`src/rtl/aclock_pkg.sv`:
```
// aclock_pkg: shared state/target enums, digit limits and wrap helper for the alarm-clock setter
package aclock_pkg;
  typedef enum logic [2:0] {
    S_IDLE    = 3'd0,
    S_EDIT_H1 = 3'd1,
    S_EDIT_H0 = 3'd2,
    S_EDIT_M1 = 3'd3,
    S_EDIT_M0 = 3'd4,
    S_LOAD    = 3'd5
  } setter_state_e;
  typedef enum logic {
    TGT_TIME  = 1'b0,
    TGT_ALARM = 1'b1
  } target_e;
  localparam logic [1:0] HOUR1_MAX      = 2'd2;
  localparam logic [3:0] HOUR0_MAX      = 4'd9;
  localparam logic [3:0] HOUR0_MAX_AT_2 = 4'd3;
  localparam logic [3:0] MIN1_MAX       = 4'd5;
  localparam logic [3:0] MIN0_MAX       = 4'd9;
  function automatic logic [3:0] wrap_inc(input logic [3:0] v, input logic [3:0] max);
    return (v >= max) ? 4'd0 : v + 4'd1;
  endfunction
endpackage

```
`src/rtl/aclock_ld_stretch.sv`:
```
// aclock_ld_stretch: turns a start pulse into a level held for LD_HOLD cycles; o_last flags its final cycle
module aclock_ld_stretch #(
  parameter int LD_HOLD = 10
)(
  input  logic clk,
  input  logic reset_n,
  input  logic i_start,
  output logic o_level,
  output logic o_last
);
  localparam int CW = $clog2(LD_HOLD + 1);
  logic [CW-1:0] r_cnt;
  always_ff @(posedge clk)
    if (!reset_n) r_cnt <= '0;
    else if (i_start) r_cnt <= CW'(LD_HOLD);
    else if (r_cnt != '0) r_cnt <= r_cnt - CW'(1);
  assign o_level = r_cnt != '0;
  assign o_last  = r_cnt == CW'(1);
endmodule

```
`src/rtl/aclock_setter.sv`:
```
// aclock_setter: button-driven time/alarm entry driving the clock load port
module aclock_setter
  import aclock_pkg::*;
#(
  parameter int LD_HOLD = 10,
  parameter int TIMEOUT_CYC = 300
)(
  input  logic       clk,
  input  logic       reset_n,
  input  logic       btn_mode,
  input  logic       btn_inc,
  input  logic       btn_next,
  input  logic       btn_cancel,
  input  logic [1:0] cur_H1,
  input  logic [3:0] cur_H0,
  input  logic [3:0] cur_M1,
  input  logic [3:0] cur_M0,
  output logic [1:0] H_in1,
  output logic [3:0] H_in0,
  output logic [3:0] M_in1,
  output logic [3:0] M_in0,
  output logic       LD_time,
  output logic       LD_alarm,
  output logic       editing,
  output logic [1:0] edit_sel,
  output logic       target
);
  setter_state_e r_state, w_state_nxt;
  target_e       r_target, w_tgt_nxt;
  logic [1:0]    r_h1, r_ah1;
  logic [3:0]    r_h0, r_m1, r_m0, r_ah0, r_am1, r_am0;
  logic          w_reload, w_inc, w_start, w_level, w_last, w_timeout, w_edit;
  assign w_edit = r_state >= S_EDIT_H1 && r_state <= S_EDIT_M0;
  aclock_ld_stretch #(.LD_HOLD(LD_HOLD)) u_stretch (
    .clk    (clk),
    .reset_n(reset_n),
    .i_start(w_start),
    .o_level(w_level),
    .o_last (w_last)
  );
`ifdef ACLOCK_SETTER_TIMEOUT_EN
  localparam int TW = $clog2(TIMEOUT_CYC + 1);
  logic [TW-1:0] r_idle;
  logic          w_any;
  assign w_any = btn_mode | btn_inc | btn_next | btn_cancel;
  always_ff @(posedge clk)
    if (!reset_n || !w_edit || w_any) r_idle <= '0;
    else if (r_idle != TW'(TIMEOUT_CYC)) r_idle <= r_idle + TW'(1);
  assign w_timeout = !w_any && r_idle == TW'(TIMEOUT_CYC - 1);
`else
  assign w_timeout = 1'b0;
`endif
  always_comb begin
    w_state_nxt = r_state;
    w_tgt_nxt   = r_target;
    w_reload    = 1'b0;
    w_inc       = 1'b0;
    w_start     = 1'b0;
    case (r_state)
      S_IDLE:
        if (btn_mode) begin
          w_state_nxt = S_EDIT_H1;
          w_tgt_nxt   = TGT_TIME;
          w_reload    = 1'b1;
        end
      S_EDIT_H1, S_EDIT_H0, S_EDIT_M1, S_EDIT_M0:
        if (btn_cancel || w_timeout) w_state_nxt = S_IDLE;
        else if (btn_mode) begin
          w_state_nxt = S_EDIT_H1;
          w_tgt_nxt   = target_e'(~r_target);
          w_reload    = 1'b1;
        end else if (btn_next) begin
          w_state_nxt = setter_state_e'(r_state + 3'd1);
          w_start     = r_state == S_EDIT_M0;
        end else w_inc = btn_inc;
      S_LOAD: w_state_nxt = w_last ? S_IDLE : S_LOAD;
      default: w_state_nxt = S_IDLE;
    endcase
  end
  always_ff @(posedge clk) begin
    if (!reset_n) begin
      r_state  <= S_IDLE;
      r_target <= TGT_TIME;
      {r_h1, r_h0, r_m1, r_m0}     <= '0;
      {r_ah1, r_ah0, r_am1, r_am0} <= '0;
    end else begin
      r_state  <= w_state_nxt;
      r_target <= w_tgt_nxt;
      if (w_reload)
        {r_h1, r_h0, r_m1, r_m0} <= (w_tgt_nxt == TGT_ALARM) ? {r_ah1, r_ah0, r_am1, r_am0}
                                                             : {cur_H1, cur_H0, cur_M1, cur_M0};
      else if (w_inc) begin
        if (r_state == S_EDIT_H1) r_h1 <= (r_h1 >= HOUR1_MAX) ? 2'd0 : r_h1 + 2'd1;
        if (r_state == S_EDIT_H1 && r_h1 == HOUR1_MAX - 2'd1 && r_h0 > HOUR0_MAX_AT_2) r_h0 <= HOUR0_MAX_AT_2;
        if (r_state == S_EDIT_H0) r_h0 <= wrap_inc(r_h0, (r_h1 == HOUR1_MAX) ? HOUR0_MAX_AT_2 : HOUR0_MAX);
        if (r_state == S_EDIT_M1) r_m1 <= wrap_inc(r_m1, MIN1_MAX);
        if (r_state == S_EDIT_M0) r_m0 <= wrap_inc(r_m0, MIN0_MAX);
      end
      if (w_start && r_target == TGT_ALARM) {r_ah1, r_ah0, r_am1, r_am0} <= {r_h1, r_h0, r_m1, r_m0};
    end
  end
  assign H_in1    = r_h1;
  assign H_in0    = r_h0;
  assign M_in1    = r_m1;
  assign M_in0    = r_m0;
  assign LD_time  = w_level && r_target == TGT_TIME;
  assign LD_alarm = w_level && r_target == TGT_ALARM;
  assign editing  = r_state != S_IDLE;
  assign edit_sel = w_edit ? 2'(r_state - 3'd1) : 2'd0;
  assign target   = r_target;
endmodule

```
`config.mk`:
```
export PLATFORM = sky130hd
export DESIGN_NAME = aclock_setter
export DESIGN_NICKNAME = d
export VERILOG_FILES = /design/src/rtl/aclock_pkg.sv /design/src/rtl/aclock_ld_stretch.sv /design/src/rtl/aclock_setter.sv
export SDC_FILE = /design/constraint.sdc
export NUM_CORES = 1
export LEC_CHECK = 0
export CAP_MARGIN = 20
export CELL_PAD_IN_SITES_DETAIL_PLACEMENT = 1
export CELL_PAD_IN_SITES_GLOBAL_PLACEMENT = 1
export CORE_MARGIN = 4
export CORE_UTILIZATION = 40
export DETAILED_ROUTE_END_ITERATION = 7
export PLACE_DENSITY = 0.88
export SETUP_SLACK_MARGIN = 0.1
export SLEW_MARGIN = 20
export SYNTH_ARGS = -nofsm -noshare
export SYNTH_HDL_FRONTEND = slang
export SYNTH_HIERARCHICAL = 1
export SYNTH_SLANG_ARGS = --single-unit
```
`constraint.sdc`:
```
create_clock -name clk -period 3.1 [get_ports clk]
set_clock_uncertainty 0.15 [all_clocks]
set_input_delay 0.31 -clock clk [delete_from_list [all_inputs] [get_ports clk]]
set_output_delay 0.31 -clock clk [all_outputs]
set_load 0.02 [all_outputs]
```
; Yosys cells after proc, flatten, opt, wreduce, memory -nomap -nowiden
; Index checks and enable logic that the tools add are counted.
[op_classes]
add_sub_neg = 7
n_lt_le_gt_ge = 7
eq_ne = 10
mux = 43
n_bitwise = 2
reduce_logical = 22
[op_table]
columns = operator, n
row1 = 2-to-1 mux 4 bit, 16
row2 = 2-to-1 mux 3 bit, 5
row3 = 2-to-1 mux 14 bit, 1
row4 = 2-to-1 mux 1 bit, 13
row5 = adder 4 x 1 -> 4 bit (second input constant), 3
row6 = 2-to-1 mux 2 bit, 5
row7 = AND reduction 2 bit, 5
row8 = nonzero test 2 bit, 5
row9 = one-hot mux 3 bit (3 select lines), 1
row10 = == test 3 x 2 -> 1 bit (second input constant), 2
row11 = == test 3 bit (second input constant), 2
row12 = logical AND 1 bit, 6
row13 = nonzero test 3 bit, 2
row14 = == test 4 x 1 -> 1 bit (second input constant), 1
row15 = >= comparator 4 x 3 -> 1 bit (second input constant), 1
row16 = >= comparator 4 bit, 1
row17 = >= comparator 4 bit (second input constant), 1
row18 = greater-than comparator 4 x 2 -> 1 bit (second input constant), 1
row19 = inequality test 4 bit (second input constant), 1
row20 = one-hot mux 1 bit (2 select lines), 2
row21 = nonzero test 4 bit, 1
row22 = OR reduction 4 bit, 1
row23 = subtractor 4 x 1 -> 4 bit (second input constant), 1
row24 = adder 3 x 1 -> 3 bit (second input constant), 1
row25 = 12 further kinds, 13
[totals]
regBits = 36
in_bits = 20
output_inout_bits = 20
word_cells = 103

; Depth between registers and ports, before layout
[depth]
word_depth = 7
ltp_mapped = 9

; Cells and area by module
; Netlist, hierarchy kept.
[by_module_without_submodules]
columns = module, n_inst, cells_per_inst, area_per_inst_um2
row1 = aclock_setter, 1, 238, 2150.8
row2 = aclock_ld_stretch, 1, 19, 168.9

; Least setup slack after synthesis
; OpenSTA, ideal clock, no wires.
[synth_path]
kind = register to register
start = reg r_state[1]
end = reg r_m0[2] (netlist: M_in0[2])
setup_ns = 0.116
arrival_ns = 1.945
required_time_ns = 2.834
slack_ns = 0.888
path_stages_with_launch = 8
cell_sequence = dfxtp_1 inv_1 ha_1 buf_4 nor2b_1 o31ai_4 mux2_1 o211a_1
[synth_between]
elab_chain_cells = 5
word_cells_on_any_way = 14
[synth_lines]
columns = element, line
row1 = "start, declared", aclock_setter.sv:28  ; setter_state_e r_state, w_state_nxt;
row2 = "start signal, assigned", aclock_setter.sv:87  ; r_state <= w_state_nxt;
row3 = == test 3 bit (tied with other cells), "aclock_setter.sv:59, aclock_setter.sv:97"
row4 = OR reduction 4 bit, aclock_setter.sv:59  ; case (r_state)
row5 = one-hot mux 1 bit (2 select lines) or 2-to-1 mux 1 bit (tied branches), aclock_setter.sv:59
row6 = 2-to-1 mux 14 bit or nonzero test 2 bit (tied branches), --
row7 = 2-to-1 mux 4 bit or AND reduction 2 bit (tied branches), --
row8 = "end signal, assigned", aclock_setter.sv:90  ; {r_h1, r_h0, r_m1, r_m0} <= (w_tgt_nxt == TGT_ALARM) ? {r_ah1, r_ah0, r_am1, r_am0}
row9 = "end signal, assigned", aclock_setter.sv:97  ; if (r_state == S_EDIT_M0) r_m0 <= wrap_inc(r_m0, MIN0_MAX);
row10 = "end, declared", aclock_setter.sv:31  ; logic [3:0] r_h0, r_m1, r_m0, r_ah0, r_am1, r_am0;
; Several ways; a longest one is shown, not always the timed one.
; A chain may end at the register's enable or synchronous reset.

; Final worst setup path
[layout_path]
start = reg r_state[0]
end = out edit_sel[1]
[layout_between]
elab_chain_cells = 3
word_cells_on_any_way = 5
[layout_lines]
columns = element, line
row1 = >= comparator 3 x 1 -> 1 bit or less-or-equal comparator 3 bit (tied branches), aclock_setter.sv:33  ; assign w_edit = r_state >= S_EDIT_H1 && r_state <= S_EDIT_M0;
row2 = logical AND 1 bit, aclock_setter.sv:33
row3 = 2-to-1 mux 2 bit (*), aclock_setter.sv:109  ; assign edit_sel = w_edit ? 2'(r_state - 3'd1) : 2'd0;
row4 = "end, declared", aclock_setter.sv:25  ; output logic [1:0] edit_sel,
; Mark *: on every way between the ends. The rest lies on a longest branch, timed or not.

==> summary.md <==
| Metric | Value |
|---|---|
| DRC | 0 |
| Placed Cells | 364 |
| Largest stage delay on the critical path | 570 ps |
| Cell Pwr Density | 413 nW/um2 |
| Clock-pin slew on the worst setup and hold paths | 70 ps |
| DR pass1 iterations | 4 |
| CP Capture Type | primary output |
| CP Cell Sequence | inv_1 > ha_1 > nor2b_2 > nor3_1 > clkdlybuf4s50_1 |
| Sequential fraction of the synthesis area | 31.1% |
| Setup violations, final | 0 |
| ANT nets after route | 0 |
| Worst Hold Depth | 2 |
| Area of the multi-input gates | 1490 um2 |
| Most used DFF post-synth | dfxtp_1 |
| Clock latency on the worst-skew pair | 290 ps |
| RSZ-0062 raised after global routing | false |
| Post-synthesis cell type count | 60 |
| Largest area contributor in the synthesized netlist | dfxtp_1 |
| Cells after synthesis | 257 |
| Via/cell ratio | 5.65 |
| Worst Setup Path Type | flop to primary output |
| TritonCTS clock tree | done |
| Number of antenna violations at the first check in global routing | 0 |
| I/O pin count | 40 |
| CP arrival | 2220 ps |
| Setup WS pre-CTS | 478 ps |
| Hold EP | r_ah0[1] |
| Worst vdd ir | 0.000262 V |
| DR vias | 2,097 |
| Sequential Area | 721 um2 |
| Worst reg2reg path depth | 7 |
| First-pass GRT wire length | 10.8 mm |
| Worst R2R Start | r_state[0] |
| Fin Hold WS | 342 ps |
| Critical path required time | 2640 ps |
| H-Tree Level Count | 2 |
| Core footprint | 5570 um2 |
| Yosys warning count | 6 |
| Post-synth net total | 292 |
| Max Fanout on Critical Path | 9 |
| Die height | 84.2 um |
| R2R Setup Slk | 490 ps |
| Core Util, Final | 51.7% |
| Deepest clock path buffer count | 2 |
| Syn_area_per_cell | 9.03 um2 |
| Commonest cells post-synth | dfxtp_1, mux2i_1, nor2_1, nand2_1, ha_1 |
| Final Critical Period | 2680 ps |
| Number of global-route vias before repair | 2,173 |
| Fin nets | 334 |
| Initial DRC Count | 80 |
| Slew Limit Fails | 0 |
| Fin. Hold Viols | 0 |
| CP max stage cell | clkdlybuf4s50_1 |
| Routed WL | 6.31 mm |
| Post-Route Setup TNS | 0 ps |
| Startpoint types | flop |
| Leading cell types by total area after synthesis | dfxtp_1, mux2i_1, ha_1, nor2_1, nand2_1 |
| Area of the mapped netlist | 2320 um2 |
| Port bufs | 39 |
| Peak Freq | 0.373 GHz |
| Hold Path Class | flop to flop |
| Critical R2R Capture | M_in0[1] |
| Ant diodes | 0 |
| GRT Util Overall | 18.6% |
| Die width | 84.2 um |
| Hold_sp | r_ah0[1] |
| Fill cells | 677 |
| Slew HR | 49.9% |
| Worst Path Buf+Inv | 2 |
| Clk sinks | 36 |
| Layout cells sized above 1 | 10.4% |
| Initial cell density of the core | 41.6% |
| Least-Margin Pin Slew | 751 ps |
| Pleak | 1.20 nW |
| TritonCTS buffer count | 5 |
| Async S/R FF share, synth | 0% |
| Wire length per cell | 17.0 um |
| # rows | 27 |
| Postcts setup bufs | 0 |
| Total gr overflow | 0 |
| Max-cap violations | 0 |
| Status | finished, final reports clean |
| Fin crit share | 86.5% |
| Largest net degree at the start of global routing | 23 |
| Area grow syn2layout | 24.2% |
| Post-route setup slack | 418 ps |
| Final cell count without fillers | 371 |
| Post-synth EDFFs | 0 |
| Detailed-placement wirelength estimate | 4.73 mm |
| Gp weighted congestion | 0.816 |
| Most numerous cell in the Yosys netlist | dfxtp_1 |
| Die footprint | 7080 um2 |
| Yosys top cell area share | 31.1% |
| #FFs+latches synth | 36 |
| CP top delay family | buffers and inverters |
| Clk root buf | clkbuf_8 |
## kinds of logic after synthesis
kind of cell / count (synthesis) / synth area share [%]
XOR/XNOR: 2 / 0.755
multiplexers: 35 / 15.5
flip-flops: 36 / 31.1
adder cells (fa/ha/maj): 15 / 8.09
AND/OR/NAND/NOR: 88 / 20.7
buffers and inverters: 22 / 4.85
AO/OA/AOI/OAI: 59 / 19.0
## repair_timing
item,4_1_cts,5_1_grt
setup endpoints to repair,0,2
hold buffers,0,0
gates resized for setup,0,1
## sequential cells by signal (all words and copies together), names as in the netlist
name / cells
H_in0: 4
M_in0: 4
M_in1: 4
r_ah0: 4
r_am0: 4
r_am1: 4
u_stretch/r_cnt: 4
r_state: 3
H_in1: 2
r_ah1: 2
target: 1
## placed cells by master (no fill, tap or decap), types with 7 or more instances in the layout
cell	instances
a21oi_1	12
buf_4	7
clkbuf_8	7
clkdlybuf4s50_1	39
dfxtp_1	36
ha_1	15
inv_1	10
mux2i_1	30
nand2_1	21
nand2b_1	7
nor2_1	24
nor3_1	7
o21ai_0	10
## cell type report
type | count | area share, %
multi-input combinational | 199 | 51.7
sequential | 36 | 25.0
timing repair buffer | 46 | 15.4
clock buffer | 7 | 3.34
tap | 72 | 3.13
inverter | 11 | 1.43
## worst max path at each step
stage,slack [ps],startpoint,cells after the start,endpoint
finish,420,r_state[0],5,edit_sel[1]
global route,270,r_state[0],5,edit_sel[1]
CTS,240,r_state[0],5,edit_sel[1]
detailed placement,480,btn_cancel,6,H_in0[2]
global placement,580,btn_mode,9,M_in0[2]
floorplan,890,r_state[1],7,M_in0[2]
## per-stage QoR
| stage | area (um2) | total power [mW] |
|---|---|---|
| floorplan | 2320 | 0.715 |
| global placement | 2780 | 0.826 |
| detailed placement | 2780 | 0.840 |
| CTS | 2880 | 1.20 |
| global route | 2880 | 1.25 |
| finish | 2880 | 1.19 |
## worst reg2reg max path: stages, from the launching register on
cell      delay (ps)
dfxtp_1          360
inv_1            120
ha_1             430
nor2b_1          320
o221a_1          550
buf_4            260
a221oi_1          60
a211oi_1         260
## report_power, final
part,internal [mW],switching (mW),total (mW),leakage [nW]
combinational,0.147,0.161,0.308,0.855
sequential,0.483,0.0393,0.522,0.293
clock,0.198,0.163,0.361,0.0503
## metal layers
layer	vias up	part of all wire [%]	global-route usage (%)
met4	0	1.7	6.58
met5	-	0	0
met2	45	50	32.3
met3	9	3.3	3.14
met1	1030	45	23.0
li1	1013	-	-
No activity file was read; power rests on OpenSTA's default activity.
